===== config.mk =====
export PLATFORM = sky130hd
export DESIGN_NAME = mem_access_master_flat
export DESIGN_NICKNAME = d
export VERILOG_FILES = /design/src/rtl/mem_access_master_if.sv /design/src/rtl/mem_access_master.sv /design/src/flat_wrapper.sv
export SDC_FILE = /design/constraint.sdc
export NUM_CORES = 1
export LEC_CHECK = 0
export ABC_CLOCK_PERIOD_IN_PS = 1700
export CORE_ASPECT_RATIO = 1.5
export CORE_UTILIZATION = 35
export DETAILED_ROUTE_END_ITERATION = 10
export HOLD_SLACK_MARGIN = 0.08
export PLACE_DENSITY = 0.66
export REMOVE_ABC_BUFFERS = 1
export SLEW_MARGIN = 15
export SYNTH_ARGS = -nofsm -noshare
export SYNTH_HDL_FRONTEND = slang
export SYNTH_SLANG_ARGS = --single-unit

===== constraint.sdc =====
create_clock -name clk -period 1.7 [get_ports clk]
set_input_delay 0.255 -clock clk [delete_from_list [all_inputs] [get_ports clk]]
set_output_delay 0.255 -clock clk [all_outputs]
set_load 0.02 [all_outputs]

===== src/rtl/mem_access_master_if.sv =====
// Request/response and memory-bus bundle for mem_access_master.
// The master modport is the block's own view; slave is the requester/memory side.
interface mem_access_master_if #(
  parameter int WIDTH      = 32,
  parameter int ADDR_WIDTH = 16
);
  logic                  req_valid;
  logic                  req_ready;
  logic                  req_write;
  logic [1:0]            req_mode;
  logic                  req_signed;
  logic [ADDR_WIDTH-1:0] req_addr;
  logic [WIDTH-1:0]      req_wdata;
  logic                  resp_valid;
  logic [WIDTH-1:0]      resp_rdata;
  logic                  resp_err;
  logic                  MemWrite;
  logic [1:0]            MemMode;
  logic [ADDR_WIDTH-1:0] memAddr;
  logic [WIDTH-1:0]      memWriteData;
  logic [WIDTH-1:0]      memReadData;

  modport master (
    input  req_valid, req_write, req_mode, req_signed, req_addr, req_wdata, memReadData,
    output req_ready, resp_valid, resp_rdata, resp_err, MemWrite, MemMode, memAddr, memWriteData
  );

  modport slave (
    output req_valid, req_write, req_mode, req_signed, req_addr, req_wdata, memReadData,
    input  req_ready, resp_valid, resp_rdata, resp_err, MemWrite, MemMode, memAddr, memWriteData
  );
endinterface


===== src/rtl/mem_access_master.sv =====
// CPU load/store to word-only memory initiator: big-endian lanes, RMW sub-word stores.
// Define MEMACC_PERF_EN to add saturating load/store/rmw counters.
module mem_access_master #(
  parameter int WIDTH      = 32,
  parameter int ADDR_WIDTH = 16,
  parameter int READ_LAT   = 1
) (
  input  logic                 clk,
  input  logic                 reset,
  mem_access_master_if.master  bus
`ifdef MEMACC_PERF_EN
  ,
  output logic [15:0]          perf_loads,
  output logic [15:0]          perf_stores,
  output logic [15:0]          perf_rmw
`endif
);

  typedef enum logic [1:0] {IDLE, RD, WR, RESP} state_t;

  localparam logic [1:0] RD_LAST = 2'(READ_LAT - 1);

  state_t                state, stateNext;
  logic                  readyQ, respValid, respErr, memWriteQ;
  logic                  writeQ, signedQ;
  logic [1:0]            modeQ, offQ, rdCnt;
  logic [15:0]           wdataQ;
  logic [ADDR_WIDTH-1:0] memAddrQ;
  logic [WIDTH-1:0]      respData, wrData, loadData, mergeData, laneMask, laneData;
  logic                  accept, misaligned, reqWord, rdLast, byteQ, halfQ;
  logic [4:0]            byteSh, halfSh;
  logic [7:0]            byteVal;
  logic [15:0]           halfVal;

  assign accept  = bus.req_valid && readyQ;
  assign reqWord = (bus.req_mode != 2'b01) && (bus.req_mode != 2'b10);
  assign rdLast  = (rdCnt == RD_LAST);
  assign byteQ   = (modeQ == 2'b10);
  assign halfQ   = (modeQ == 2'b01);

  always_comb begin
    misaligned = 1'b0;
    case (bus.req_mode)
      2'b01:   misaligned = bus.req_addr[0];
      2'b10:   misaligned = 1'b0;
      default: misaligned = |bus.req_addr[1:0];
    endcase
  end

  always_ff @(posedge clk or negedge reset) begin
    if (!reset) state <= IDLE;
    else        state <= stateNext;
  end

  always_comb begin
    stateNext = state;
    case (state)
      IDLE: if (accept) begin
        if (misaligned)                      stateNext = RESP;
        else if (!bus.req_write || !reqWord) stateNext = RD;
        else                                 stateNext = WR;
      end
      RD:   if (rdLast) stateNext = writeQ ? WR : RESP;
      WR:   stateNext = RESP;
      RESP: stateNext = IDLE;
      default: stateNext = IDLE;
    endcase
  end

  // Big-endian lanes: offset 0 is the most significant byte, hence the inverted offset.
  assign byteSh  = {~offQ, 3'b000};
  assign halfSh  = {~offQ[1], 4'b0000};
  assign byteVal = 8'(bus.memReadData >> byteSh);
  assign halfVal = 16'(bus.memReadData >> halfSh);

  always_comb begin
    loadData = bus.memReadData;
    laneMask = '0;
    laneData = '0;
    if (byteQ) begin
      loadData = {{(WIDTH-8){signedQ && byteVal[7]}}, byteVal};
      laneMask = {{(WIDTH-8){1'b0}}, 8'hFF} << byteSh;
      laneData = {{(WIDTH-8){1'b0}}, wdataQ[7:0]} << byteSh;
    end else if (halfQ) begin
      loadData = {{(WIDTH-16){signedQ && halfVal[15]}}, halfVal};
      laneMask = {{(WIDTH-16){1'b0}}, 16'hFFFF} << halfSh;
      laneData = {{(WIDTH-16){1'b0}}, wdataQ} << halfSh;
    end
    mergeData = (bus.memReadData & ~laneMask) | laneData;
  end

  always_ff @(posedge clk or negedge reset) begin
    if (!reset) begin
      readyQ    <= 1'b0;
      respValid <= 1'b0;
      respErr   <= 1'b0;
      memWriteQ <= 1'b0;
      writeQ    <= 1'b0;
      signedQ   <= 1'b0;
      modeQ     <= '0;
      offQ      <= '0;
      rdCnt     <= '0;
      wdataQ    <= '0;
      memAddrQ  <= '0;
      respData  <= '0;
      wrData    <= '0;
    end else begin
      readyQ    <= (stateNext == IDLE);
      respValid <= (stateNext == RESP);
      memWriteQ <= (stateNext == WR);
      if (accept) begin
        writeQ   <= bus.req_write;
        modeQ    <= bus.req_mode;
        signedQ  <= bus.req_signed;
        offQ     <= bus.req_addr[1:0];
        wdataQ   <= bus.req_wdata[15:0];
        rdCnt    <= '0;
        respErr  <= misaligned;
        respData <= '0;
        if (!misaligned) memAddrQ <= {bus.req_addr[ADDR_WIDTH-1:2], 2'b00};
        if (!misaligned && bus.req_write && reqWord) wrData <= bus.req_wdata;
      end else if (state == RD) begin
        rdCnt <= rdCnt + 2'd1;
        if (rdLast) begin
          if (writeQ) wrData   <= mergeData;
          else        respData <= loadData;
        end
      end else if (state == RESP) begin
        respErr <= 1'b0;
      end
    end
  end

  assign bus.req_ready    = readyQ;
  assign bus.resp_valid   = respValid;
  assign bus.resp_rdata   = respData;
  assign bus.resp_err     = respErr;
  assign bus.MemWrite     = memWriteQ;
  assign bus.MemMode      = modeQ;
  assign bus.memAddr      = memAddrQ;
  assign bus.memWriteData = wrData;

`ifdef MEMACC_PERF_EN
  always_ff @(posedge clk or negedge reset) begin
    if (!reset) begin
      perf_loads  <= '0;
      perf_stores <= '0;
      perf_rmw    <= '0;
    end else if (state == RESP && !respErr) begin
      if (!writeQ) begin
        if (perf_loads != 16'hFFFF) perf_loads <= perf_loads + 16'd1;
      end else begin
        if (perf_stores != 16'hFFFF) perf_stores <= perf_stores + 16'd1;
        if ((byteQ || halfQ) && perf_rmw != 16'hFFFF) perf_rmw <= perf_rmw + 16'd1;
      end
    end
  end
`endif

endmodule


===== src/flat_wrapper.sv =====
// flat-port wrapper written by rule: the top's interface ports become plain ports
module mem_access_master_flat 
#(
  parameter int WIDTH      = 32,
  parameter int ADDR_WIDTH = 16,
  parameter int READ_LAT   = 1
)
  (clk, reset, bus_req_valid, bus_req_write, bus_req_mode, bus_req_signed, bus_req_addr, bus_req_wdata, bus_memReadData, bus_req_ready, bus_resp_valid, bus_resp_rdata, bus_resp_err, bus_MemWrite, bus_MemMode, bus_memAddr, bus_memWriteData);
  mem_access_master_if #(.WIDTH(WIDTH), .ADDR_WIDTH(ADDR_WIDTH)) bus_i ();
  input  logic clk;
  input  logic reset;
  input wire logic [$bits(bus_i.req_valid)-1:0] bus_req_valid;
  input wire logic [$bits(bus_i.req_write)-1:0] bus_req_write;
  input wire logic [$bits(bus_i.req_mode)-1:0] bus_req_mode;
  input wire logic [$bits(bus_i.req_signed)-1:0] bus_req_signed;
  input wire logic [$bits(bus_i.req_addr)-1:0] bus_req_addr;
  input wire logic [$bits(bus_i.req_wdata)-1:0] bus_req_wdata;
  input wire logic [$bits(bus_i.memReadData)-1:0] bus_memReadData;
  output wire logic [$bits(bus_i.req_ready)-1:0] bus_req_ready;
  output wire logic [$bits(bus_i.resp_valid)-1:0] bus_resp_valid;
  output wire logic [$bits(bus_i.resp_rdata)-1:0] bus_resp_rdata;
  output wire logic [$bits(bus_i.resp_err)-1:0] bus_resp_err;
  output wire logic [$bits(bus_i.MemWrite)-1:0] bus_MemWrite;
  output wire logic [$bits(bus_i.MemMode)-1:0] bus_MemMode;
  output wire logic [$bits(bus_i.memAddr)-1:0] bus_memAddr;
  output wire logic [$bits(bus_i.memWriteData)-1:0] bus_memWriteData;
  assign bus_i.req_valid = bus_req_valid;
  assign bus_i.req_write = bus_req_write;
  assign bus_i.req_mode = bus_req_mode;
  assign bus_i.req_signed = bus_req_signed;
  assign bus_i.req_addr = bus_req_addr;
  assign bus_i.req_wdata = bus_req_wdata;
  assign bus_i.memReadData = bus_memReadData;
  assign bus_req_ready = bus_i.req_ready;
  assign bus_resp_valid = bus_i.resp_valid;
  assign bus_resp_rdata = bus_i.resp_rdata;
  assign bus_resp_err = bus_i.resp_err;
  assign bus_MemWrite = bus_i.MemWrite;
  assign bus_MemMode = bus_i.MemMode;
  assign bus_memAddr = bus_i.memAddr;
  assign bus_memWriteData = bus_i.memWriteData;
  mem_access_master #(.WIDTH(WIDTH), .ADDR_WIDTH(ADDR_WIDTH), .READ_LAT(READ_LAT)) u_core (.clk(clk), .reset(reset), .bus(bus_i));
endmodule

==> flow_metrics.py <==
metrics = {
    "placement": {
        "hpwl_um": 14400,
        "dpl.cell_count": 980,
        "port_buffers": 170,
        "place_congestion": 0.891,
    },
    "cts": {
        "clk_path_buf_depth": 2,
        "cts_buffers": 9,
        "cts_tree": "yes",
        "insertion_delay_ps": 350,
        "cts-root-buf": "clkbuf_16",
        "clk_transition_reported_paths_ps": 70,
        "clkSinkCount": 108,
        "cts.htree.levels": 3,
    },
    "die": {
        "dieArea_um2": 16200,
        "die_w_um": 104,
        "fp-row-count": 55,
        "start_util_pct": 36.1,
        "core_region_area_um2": 15200,
        "die-height_um": 155,
        "ioPinCount": 173,
    },
    "synthesis": {
        "synthCells": 556,
        "synth_edf_count": 0,
        "synth-async-reset-ratio_pct": 100,
        "seq_area_frac_synth_pct": 49.3,
        "synth_cell_types": 54,
        "syn_avg_cell_area_um2": 9.87,
        "synth_seq_cells": 108,
        "ys.flop_type": "dfrtp_1",
        "netlist_area_um2": 5490,
        "yosysWarningCount": 0,
    },
    "detailed_routing": {
        "drcViolationCount": 0,
        "dr.pass1.iters": 5,
        "ant_nets": 0,
        "wl_per_cell_um": 20.0,
        "avgViaCountPerCell": 5.58,
        "drt_wl_total_um": 20400,
        "via_count": 5697,
        "drt-initial-drc-count": 327,
    },
    "critical_path": {
        "reg2reg_from": "u_core.bus.MemMode[0]",
        "worst_setup_path_endpoint": "u_core.bus.memWriteData[29]",
        "worstSetupStartpointType": "flop",
        "path_max_fanout": 7,
        "crit_path_end_kind": "flop",
        "criticalPathCategory": "flop to flop",
        "rr_endpoint": "u_core.bus.memWriteData[29]",
        "critPathArrivalTime_ps": 2030,
        "required_ps": 1940,
        "ff2ff_setup_slack_ps": -100,
        "critical_path.startpoint": "u_core.bus.MemMode[0]",
        "worst-r2r-cell-count": 7,
    },
    "sta": {
        "fin_ws_ps": -97.7,
        "tns_ps": -1180,
        "rsz0062_at_grt": "true",
        "skew_ps": 8.79,
        "hold_ws_ps": 223,
        "max_freq_mhz": 556,
        "setup_violations": 29,
        "period_share_pct": 106,
        "period_needed_ps": 1800,
        "maxSlewViolCount": 0,
        "hold_viol_final": 0,
    },
    "global_routing": {
        "antenna_found_initial": 0,
        "grt_overflow": 0,
        "grt_max_degree": 41,
        "grt_pass1_vias": 5840,
        "grt_usage_pct": 24.8,
        "grt_pass1_wl_um": 31200,
    },
    "worst_hold_path": {
        "whs_path_depth": 3,
        "holdCritPathClass": "input port to flop",
    },
    "run_status": {
        "violations": "negative setup slack",
        "status": "complete, but fails checks",
    },
    "layout": {
        "nFillCells": 1250,
        "drive_above_1_share_pct": 28.5,
        "finalNonFillerCells": 1021,
        "num_antenna_cells": 0,
        "final_core_util_pct": 59.7,
        "area_delta_synth_final_pct": 65.4,
        "layout_commonest_cell": "clkdlybuf4s50_1",
        "fin_nets": 906,
        "final_cell_mix": "clkdlybuf4s50_1, nand2_1, dfrtp_1, buf_4, a21oi_1",
    },
    "pwr": {
        "powerDensity_nw_per_um2": 1720,
        "vdd_drop_max_v": 0.000775,
        "power_mw": 15.6,
        "p_leak_nw": 4.04,
    },
    "run": {
        "max_cap_violations": 0,
    },
}
logic make-up (layout without fill, tap and decap cells):
family          Yosys count  after routing  synth area share, %
other cells               1              2               0.0683
fa+ha+maj                 2              2                0.456
flops                   108            108                 49.3
xor+xnor                  1              1                0.160
mux                      31             31                 8.05
compound gates          167            173                 21.0
simple gates            199            199                 16.8
buf+inv                  47            306                 4.24
per-stage QoR:
stage | setup WS [ps] | area, um2
2_1_floorplan | -1960 | 5280
3_3_place_gp | -749 | 8050
3_5_place_dp | -864 | 8050
4_1_cts | -62.0 | 8830
5_1_grt | -140 | 9070
6_report | -97.7 | 9070
layout make-up:
type                    count  area (um2)  area share [%]
inverters                   6        22.5           0.248
well taps                 199         249            2.74
repair buffers            284        2730            30.1
clock buffers              12         246            2.72
multi-input cells         408        3100            34.1
flip-flops and latches    108        2700            29.8
clock inverters             4        25.0           0.276
critical path, stage by stage (launching register included):
cell and delay (ps):
dfrtp_1 440, buf_6 160, buf_4 150, nor3b_4 160, buf_6 130, a22oi_1 260
a21oi_2 110, a221o_1 270
timing repair:
item                                   in CTS  in global routing
gates cloned                                3                  4
pin swaps                                  18                  9
hold buffers                                1                  0
setup endpoints to repair                  63                 80
resized for setup                          69                 42
buffers inserted                           11                  6
endpoints found under the hold margin     108                  0
flip-flops by register name (all words and copies together) (netlist names), 2 cells and up:
name / cells
u_core.rdCnt: 2
u_core.bus.resp_rdata: 32
u_core.state: 2
u_core.bus.memAddr: 14
u_core.wdataQ: 16
u_core.bus.MemMode: 2
u_core.offQ: 2
u_core.bus.memWriteData: 32
Yosys cell counts (3+ instances only):
cell,instances,area share [%]
dfrtp_1,108,49
nand2_2,4,0.46
mux4_2,7,2.9
a211o_1,8,1.3
o22ai_1,7,0.80
a221o_1,9,1.6
nand3_1,17,1.6
o31ai_1,15,2.1
o21ai_0,28,2.6
nand2_1,126,8.6
and3_1,8,0.91
nor2_1,23,1.6
a22oi_1,8,1.1
a21oi_1,44,4.0
a211oi_1,10,1.4
nor2b_1,3,0.34
buf_2,14,1.3
buf_4,6,0.82
o2bb2ai_1,8,1.3
clkbuf_1,15,1.0
a221oi_1,8,1.3
a2bb2oi_1,9,1.4
inv_1,6,0.41
buf_1,3,0.21
o21ai_1,4,0.36
mux2_2,22,4.5
worst min path at each step:
stage                    startpoint                    end  slack (ps)
floorplan                     reset  u_core.bus.MemMode[0]         -40
global placement              reset         u_core.offQ[1]          90
detailed placement            reset         u_core.offQ[1]          90
CTS                           reset      u_core.wdataQ[14]         260
global route        bus_req_mode[0]  u_core.bus.MemMode[0]         250
finish              bus_req_mode[0]  u_core.bus.MemMode[0]         220
metal layers:
layer | vias up | GRT usage (%) | share of wire (%)
met5 | - | 0 | 0
met1 | 2774 | 28.2 | 37
met2 | 302 | 44.1 | 51
met4 | 0 | 13.6 | 5.3
met3 | 71 | 4.15 | 6.4
li1 | 2550 | - | -
where the power goes:
| group | switching, mW | internal [mW] | total, mW |
|---|---|---|---|
| Clock | 0.951 | 1.03 | 1.98 |
| Combinational | 4.56 | 4.59 | 9.15 |
| Sequential | 0.864 | 3.63 | 4.50 |
| Total | 6.38 | 9.25 | 15.6 |
Power figures use the tool's default switching activity.
